File: src/rtl/karat_pkg.sv
// Shared constants for the sequential Karatsuba multiplier.
//   state_e : FSM encoding (IDLE, S_LO, S_HI, S_MID, S_FIN)
//   HALF    : operand half width (16)
//   LATENCY : edges from the accepting edge to the edge that raises done
package karat_pkg;

  typedef enum logic [2:0] {
    IDLE  = 3'd0,
    S_LO  = 3'd1,
    S_HI  = 3'd2,
    S_MID = 3'd3,
    S_FIN = 3'd4
  } state_e;

  localparam int HALF    = 16;
  localparam int LATENCY = 4;

endpackage

File: src/rtl/karat_16.sv
// 16x16 unsigned combinational multiplier.
//   D : multiplicand, 16 bits
//   E : multiplier, 16 bits
//   F : product D*E, 32 bits
module karat_16 (
  input  logic [15:0] D,
  input  logic [15:0] E,
  output logic [31:0] F
);

  assign F = D * E;

endmodule

File: src/rtl/karat_32_seq.sv
// Sequential 32x32 unsigned multiplier. One shared 16x16 multiplier is used
// over three passes (z0 = a0*b0, z2 = a1*b1, zm = (a1+a0)*(b1+b0)) and the
// product is recombined Karatsuba-style in a final cycle.
//   clk   : rising-edge clock
//   rst_n : asynchronous active-low reset
//   start : request, sampled only while idle
//   A, B  : operands, captured on the accepting edge
//   busy  : high while an operation is in flight
//   done  : one-cycle pulse, P is new
//   P     : 64-bit product, held until the next completion
module karat_32_seq
  import karat_pkg::*;
#(
  parameter int W = 32
) (
  input  logic           clk,
  input  logic           rst_n,
  input  logic           start,
  input  logic [W-1:0]   A,
  input  logic [W-1:0]   B,
  output logic           busy,
  output logic           done,
  output logic [2*W-1:0] P
);

  generate
    if (W != 32) begin : g_bad_width
      $error("karat_32_seq: only W=32 is supported");
    end
  endgenerate

  state_e             state_q;
  logic [HALF-1:0]    a1_q, a0_q, b1_q, b0_q;
  logic [HALF:0]      sa_q, sb_q;
  logic [2*HALF-1:0]  z0_q, z2_q;
  logic [2*HALF+1:0]  zm_q, zm_d;
  logic [4*HALF-1:0]  p_q, p_d;
  logic               busy_q, done_q;

  logic [HALF-1:0]    mul_d, mul_e;
  logic [2*HALF-1:0]  mul_f;

  // Operand select: every mux input is a register and the select is the
  // registered state, so the multiplier sees only registered values.
  always_comb begin
    mul_d = '0;
    mul_e = '0;
    case (state_q)
      S_LO:    begin mul_d = a0_q;            mul_e = b0_q;            end
      S_HI:    begin mul_d = a1_q;            mul_e = b1_q;            end
      S_MID:   begin mul_d = sa_q[HALF-1:0];  mul_e = sb_q[HALF-1:0];  end
      default: begin mul_d = '0;              mul_e = '0;              end
    endcase
  end

  karat_16 u_mul (
    .D(mul_d),
    .E(mul_e),
    .F(mul_f)
  );

  // The 17-bit sums are multiplied as 16-bit low parts; the carry bits
  // sh/th contribute the missing cross terms and the 2^32 term here.
  always_comb begin
    zm_d = (2*HALF+2)'(mul_f)
         + (sa_q[HALF] ? ((2*HALF+2)'(sb_q[HALF-1:0]) << HALF) : '0)
         + (sb_q[HALF] ? ((2*HALF+2)'(sa_q[HALF-1:0]) << HALF) : '0)
         + ((sa_q[HALF] & sb_q[HALF]) ? ((2*HALF+2)'(1) << (2*HALF)) : '0);
  end

  // zm - z2 - z0 equals a1*b0 + a0*b1, never negative; all terms at 64 bits.
  always_comb begin
    p_d = ((4*HALF)'(z2_q) << (2*HALF))
        + (((4*HALF)'(zm_q) - (4*HALF)'(z2_q) - (4*HALF)'(z0_q)) << HALF)
        + (4*HALF)'(z0_q);
  end

  always_ff @(posedge clk or negedge rst_n) begin
    if (!rst_n) begin
      state_q <= IDLE;
      a1_q    <= '0;
      a0_q    <= '0;
      b1_q    <= '0;
      b0_q    <= '0;
      sa_q    <= '0;
      sb_q    <= '0;
      z0_q    <= '0;
      z2_q    <= '0;
      zm_q    <= '0;
      p_q     <= '0;
      busy_q  <= 1'b0;
      done_q  <= 1'b0;
    end else begin
      done_q <= 1'b0;
      case (state_q)
        IDLE: begin
          if (start) begin
            a1_q    <= A[2*HALF-1:HALF];
            a0_q    <= A[HALF-1:0];
            b1_q    <= B[2*HALF-1:HALF];
            b0_q    <= B[HALF-1:0];
            sa_q    <= {1'b0, A[2*HALF-1:HALF]} + {1'b0, A[HALF-1:0]};
            sb_q    <= {1'b0, B[2*HALF-1:HALF]} + {1'b0, B[HALF-1:0]};
            busy_q  <= 1'b1;
            state_q <= S_LO;
          end
        end
        S_LO: begin
          z0_q    <= mul_f;
          state_q <= S_HI;
        end
        S_HI: begin
          z2_q    <= mul_f;
          state_q <= S_MID;
        end
        S_MID: begin
          zm_q    <= zm_d;
          state_q <= S_FIN;
        end
        S_FIN: begin
          p_q     <= p_d;
          done_q  <= 1'b1;
          busy_q  <= 1'b0;
          state_q <= IDLE;
        end
        default: begin
          busy_q  <= 1'b0;
          state_q <= IDLE;
        end
      endcase
    end
  end

  assign busy = busy_q;
  assign done = done_q;
  assign P    = p_q;

endmodule
File: config.mk
export PLATFORM = sky130hd
export DESIGN_NAME = karat_32_seq
export DESIGN_NICKNAME = d
export VERILOG_FILES = /design/src/rtl/karat_pkg.sv /design/src/rtl/karat_16.sv /design/src/rtl/karat_32_seq.sv
export SDC_FILE = /design/constraint.sdc
export NUM_CORES = 1
export LEC_CHECK = 0
export ABC_AREA = 1
export ABC_CLOCK_PERIOD_IN_PS = 13900
export BUFFER_PORTS_ARGS = -buffer_cell sky130_fd_sc_hd__buf_2
export CAP_MARGIN = 20
export CORE_MARGIN = 2
export CORE_UTILIZATION = 30
export CTS_CLUSTER_SIZE = 8
export DETAILED_ROUTE_END_ITERATION = 8
export PLACE_DENSITY = 0.48
export SYNTH_ARGS = -nofsm -noshare
export SYNTH_HDL_FRONTEND = slang
export SYNTH_SLANG_ARGS = --single-unit
File: constraint.sdc
create_clock -name clk -period 13.9 [get_ports clk]
set_clock_uncertainty 0.15 [all_clocks]
set_input_delay 0 -clock clk [delete_from_list [all_inputs] [get_ports clk]]
set_output_delay 0 -clock clk [all_outputs]
set_load 0.02 [all_outputs]
==> results of run 1 <==
[tightest hold or removal path, delay by kind of cell]
family / cells / cell delay [ns]
buffers and inverters: 2 / 0.62
and+or+nand+nor: 2 / 0.10
[final timing paths]
check | start | endpoint | slack [ns]
worst max-delay path | state_q[1]$_DFFE_PN0N_ | zm_q[27]$_DFFE_PN0N_ | 3.41
worst min-delay path | B[0] | b0_q[0]$_DFFE_PN0P_ | 0.03
min in group asynchronous | rst_n | P[6]$_DFFE_PN0P_ | 0.37
max in group asynchronous | rst_n | sb_q[16]$_DFFE_PN0P_ | 12.42
worst max register to register | state_q[1]$_DFFE_PN0N_ | zm_q[27]$_DFFE_PN0N_ | 3.41
worst min register to register | a1_q[10]$_DFFE_PN0P_ | a1_q[10]$_DFFE_PN0P_ | 0.32
[sequential cells by signal (all words and copies together), names as in the netlist]
name	count
a1_q	16
done	1
busy	1
zm_q	34
z2_q	32
a0_q	16
b0_q	16
sb_q	17
P	64
b1_q	16
sa_q	17
z0_q	32
state_q	3
[area by class of cell]
type | instances | area (um2)
clock buffer | 48 | 1051
clock inverter | 4 | 83.83
fill | 10222 | 61250
inverter | 668 | 2507
multi-input combinational | 2819 | 18710
sequential | 265 | 6631
tap | 1254 | 1569
timing repair buffer | 219 | 1534
[metrics by stage]
stage / instance area (um2) / hold slack (ns) / setup slack, ns
global route: 32080 / 0.04596 / 2.657
finish: 32080 / 0.03172 / 3.405
CTS: 32080 / 0.001092 / 3.329
global placement: 30210 / -0.1167 / 3.465
detailed placement: 30210 / -0.1167 / 3.351
floorplan: 28260 / -0.4456 / 5.314
[routing by layer]
metal | part of all wire [%] | vias up | track usage (%)
li1 | - | 12387 | -
met1 | 46 | 11772 | 26.80
met2 | 47 | 485 | 34.58
met3 | 3.9 | 114 | 2.246
met4 | 2.5 | 0 | 5.072
met5 | 0 | - | 0
[synth_stat cells (4+ instances only)]
cell type,instances
a31oi_1,25
nand3b_1,8
xnor2_1,66
nand2_1,1192
o2111ai_1,5
nor2_1,181
nand4_1,13
dfrtp_1,265
or2_2,21
o21ai_1,16
nand3_1,126
xor2_1,66
a21oi_1,211
nand2_2,10
fa_1,216
o211ai_2,11
a21o_1,23
buf_2,37
a21boi_0,4
inv_2,7
buf_1,6
inv_1,660
o31ai_1,8
o21a_1,14
o21bai_1,15
nor4_1,6
a21boi_1,5
a211oi_1,4
a21oi_2,6
o21ai_2,6
ha_1,263
nor3_1,25
clkbuf_1,55
o21ai_0,238
[repair_timing]
action,4_1_cts,5_1_grt
hold buffers,72,0
gates resized for setup,0,0
hold endpoints to repair,224,0
[cell families (layout without fill, tap and decap cells)]
group	after synthesis	in the layout	share of synthesized area, %
AO/OA/AOI/OAI	606	606	12.21
adder cells (fa/ha/maj)	479	479	26.95
buffers and inverters	768	939	10.42
AND/OR/NAND/NOR	1601	1601	22.81
XOR/XNOR	133	133	4.149
flip-flops	265	265	23.47
==> out/metrics.csv, run 1 <==
metric,value,unit
PortBufs,132,
Setup Crit Path Kind,flip-flop to flip-flop,
Synth area leader,dfrtp_1,
total number of vias,24758,
final cell count without fillers,5277,
CP peak stage delay,0.78,ns
Levels on crit path,37,
GPL Wtd Cong,0.8997,
DP HPWL,79060,um
clk buf depth,3,
crit-path most repeated cell,fa_1,
"Net Count, Synth",4398,
FMAX,0.09528,GHz
final hold vios,0,
Seq cells post-synth,265,
I/O pins,133,
placed cells,5153,
CP max FO,23,
"commonest non-fill, non-tap cell in the layout",nand2_1,
drt wl/cell,18.33,um
"Clk pin slew, worst setup/hold paths",0.05,ns
status,finished clean,
Critical Path Source Type,flip-flop,
largest net degree at the start of global routing,126,
first-pass GRT wire length,152000,um
vias in the first global route,25742,
"Slowest-stage cell, CP",nor3_4,
CP bufs+invs,9,
TritonCTS Buffers,40,
Mean Syn Cell Area,7.336,um2
Post-Syn Area,0.02826,mm2
Worst Path Arrival,10.82,ns
# Max-Cap Violations,0,
effective utilization at floorplan,30.28,%
DRC,0,
Worst Setup End Kind,flip-flop,
chip height,310.9,um
Setup Viol. Count Final,0,
drt total wl,96710,um
initial antenna violation count,0,
Syn. warnings,0,
H-Tree Depth,2,
worst slew margin relative to its limit,29.81,%
Final min period,10.49,ns
diodes inserted,0,
ys async rst share,100.0,%
die extent in x,310.9,um
unrepaired setup endpoints after global routing,no,
Core Area,0.09333,mm2
Hold Path Depth,4,
Clock Tree Root,clkbuf_16,
Initial DRT Pass Iterations,5,
final net count,4559,
Tightest Hold Check Type,input port to flip-flop,
CTS tree,yes,
synth top area cells,"dfrtp_1, nand2_1, fa_1",
share of the synthesized area in the top cell type,23.47,%
ratio of cells with drive above 1 in the final layout,6.786,%
gr ovfl total,0,
Detailed Route Iter0 Violations,1452,
Skew-Pair Late Insertion Delay,0.61,ns
clk sinks,265,
Worst Reg-to-Reg Cells,37,
"Area growth, synth to finish",13.53,%
Post-synth EDFFs,0,
Worst Path Required,14.23,ns
family with the most delay on the worst path,adder cells,
DRT antenna net count,0,
Netlist cell types,56,
main flop type after synthesis,dfrtp_1,
die footprint,0.09667,mm2
# rows,112,
Fin Setup TNS,0,ns
crit share post-route,75.50,%
cell count after synthesis,3852,
sequential area share after synthesis,23.47,%
Worst Tran Pin Value,1.050,ns
most frequent cells in the layout,"nand2_1, inv_1, dfrtp_1",
overall routing resource usage,20.09,%
post-CTS setup buffers,0,
Vias/cell,4.692,
post-layout util,34.38,%
"Slew Viols, Final",0,
Power of run 1 is not shown: default switching activity piles up to over one toggle a cycle in this logic, so the estimate is an artifact.
==> inputs of run 2 (changes only) <==
Settings changed: ABC_CLOCK_PERIOD_IN_PS 13900 to 8600, PLACE_DENSITY 0.48 to 0.49.
Clock period 13.9 ns to 8.6 ns, I/O delays scaled along.
==> out/metrics.csv, run 2 (synthesis results as in run 1) <==
metric,value,unit
status,finished clean,
pre-CTS setup slack,-0.2938,ns
Top Metal Used,met4,
CP max FO,10,
final worst slack,0.1984,ns
WL met2,47350,um
GPL Wtd Cong,0.9359,
DP HPWL,80900,um
Met3 Routed Length,3194,um
Core Area,0.09333,mm2
total number of vias,25698,
Critical Path Source Type,flip-flop,
"Area growth, synth to finish",23.91,%
TritonCTS Buffers,40,
Clock Tree Root,clkbuf_16,
Detailed Route Iter0 Violations,1412,
I/O pins,133,
"commonest non-fill, non-tap cell in the layout",nand2_1,
Worst Path Required,8.93,ns
gr ovfl total,0,
vias in the first global route,26530,
Hold Path Depth,4,
crit share post-route,97.69,%
# Max-Cap Violations,0,
worst slew margin relative to its limit,29.36,%
Final min period,8.402,ns
overall routing resource usage,19.91,%
Setup Viol. Count Final,0,
# rows,112,
DRT antenna net count,0,
met1 wire length,43940,um
clk buf depth,3,
die extent in x,310.9,um
first-pass GRT wire length,151200,um
die footprint,0.09667,mm2
H-Tree Depth,2,
Skew-Pair Late Insertion Delay,0.61,ns
max reg flops,64,
ratio of cells with drive above 1 in the final layout,14.70,%
Worst Setup End Kind,flip-flop,
FMAX,0.1190,GHz
"Slew Viols, Final",0,
most frequent cells in the layout,"nand2_1, inv_1, dfrtp_1",
final net count,4817,
"Slowest-stage cell, CP",fa_1,
diodes inserted,0,
initial antenna violation count,1,
drt total wl,97440,um
unrepaired setup endpoints after global routing,yes,
Initial DRT Pass Iterations,5,
Worst Reg-to-Reg Cells,36,
final hold vios,0,
DRC,0,
Worst Path Arrival,8.73,ns
effective utilization at floorplan,30.28,%
Worst Tran Pin Value,1.060,ns
CP peak stage delay,0.55,ns
Vias/cell,4.644,
clk sinks,265,
drt wl/cell,17.61,um
crit-path most repeated cell,fa_1,
Tightest Hold Check Type,input port to flip-flop,
PortBufs,132,
largest net degree at the start of global routing,105,
CTS tree,yes,
Setup Crit Path Kind,flip-flop to flip-flop,
chip height,310.9,um
"Clk pin slew, worst setup/hold paths",0.05,ns
## run 2: per-stage QoR
| step | TNS [ns] | cells | hold slack (ns) | instance area (um2) | utilization, % |
|---|---|---|---|---|---|
| CTS | 0 | 5509 | 0.005889 | 34100 | 36.53 |
| global route | -0.6851 | 5534 | 0.03443 | 35020 | 37.52 |
| detailed placement | -1.871 | 5369 | -0.04398 | 31970 | 34.26 |
| finish | 0 | 5534 | 0.02739 | 35020 | 37.52 |
| floorplan | 0 | 3852 | -0.4456 | 28260 | - |
| global placement | -1.328 | 5369 | -0.04864 | 31970 | 34.26 |
## run 2: layout make-up
type,count,area [um2]
tap,1254,1569
fill,10059,58310
clock buffer,47,1079
inverter,668,2510
sequential,265,6633
clock inverter,4,56.30
timing repair buffer,477,3815
multi-input combinational,2819,19350
## run 2: worst paths after layout
path                                             start              endpoint  slack (ns)
worst min register to register     a0_q[3]$_DFFE_PN0P_   a0_q[3]$_DFFE_PN0P_        0.32
worst min-delay path                              B[5]   b0_q[5]$_DFFE_PN0P_        0.03
max in group asynchronous                        rst_n  z2_q[26]$_DFFE_PN0N_        6.45
min in group asynchronous                        rst_n   zm_q[1]$_DFFE_PN0N_        0.50
worst max register to register  state_q[2]$_DFFE_PN0N_  zm_q[32]$_DFFE_PN0N_        0.20
worst max-delay path            state_q[2]$_DFFE_PN0N_  zm_q[32]$_DFFE_PN0N_        0.20
## run 2: worst max-delay path: cells and delay by family (launching register included)
family	cells	cell delay, ns
AOI/OAI and AO/OA	8	1.13
xor gates and xnor gates	1	0.19
adders and majority gates	9	4.25
buffers and inverters	9	0.97
DFF	1	0.45
and+or+nand+nor	9	1.17
## run 2: timing repair
action	4_1_cts	5_1_grt
resized for setup	21	136
endpoints found under the setup margin	8	12
cloned	0	5
hold endpoints to repair	191	0
buffers inserted	1	20
pin swaps	0	52
hold buffers	88	0
## run 2: metal layers
layer / up-vias / global-route usage (%)
met1: 12150 / 25.72
li1: 12916 / -
met3: 141 / 1.959
met2: 491 / 35.25
met4: 0 / 5.534
met5: - / 0
Power of run 2 is left out for the same reason.
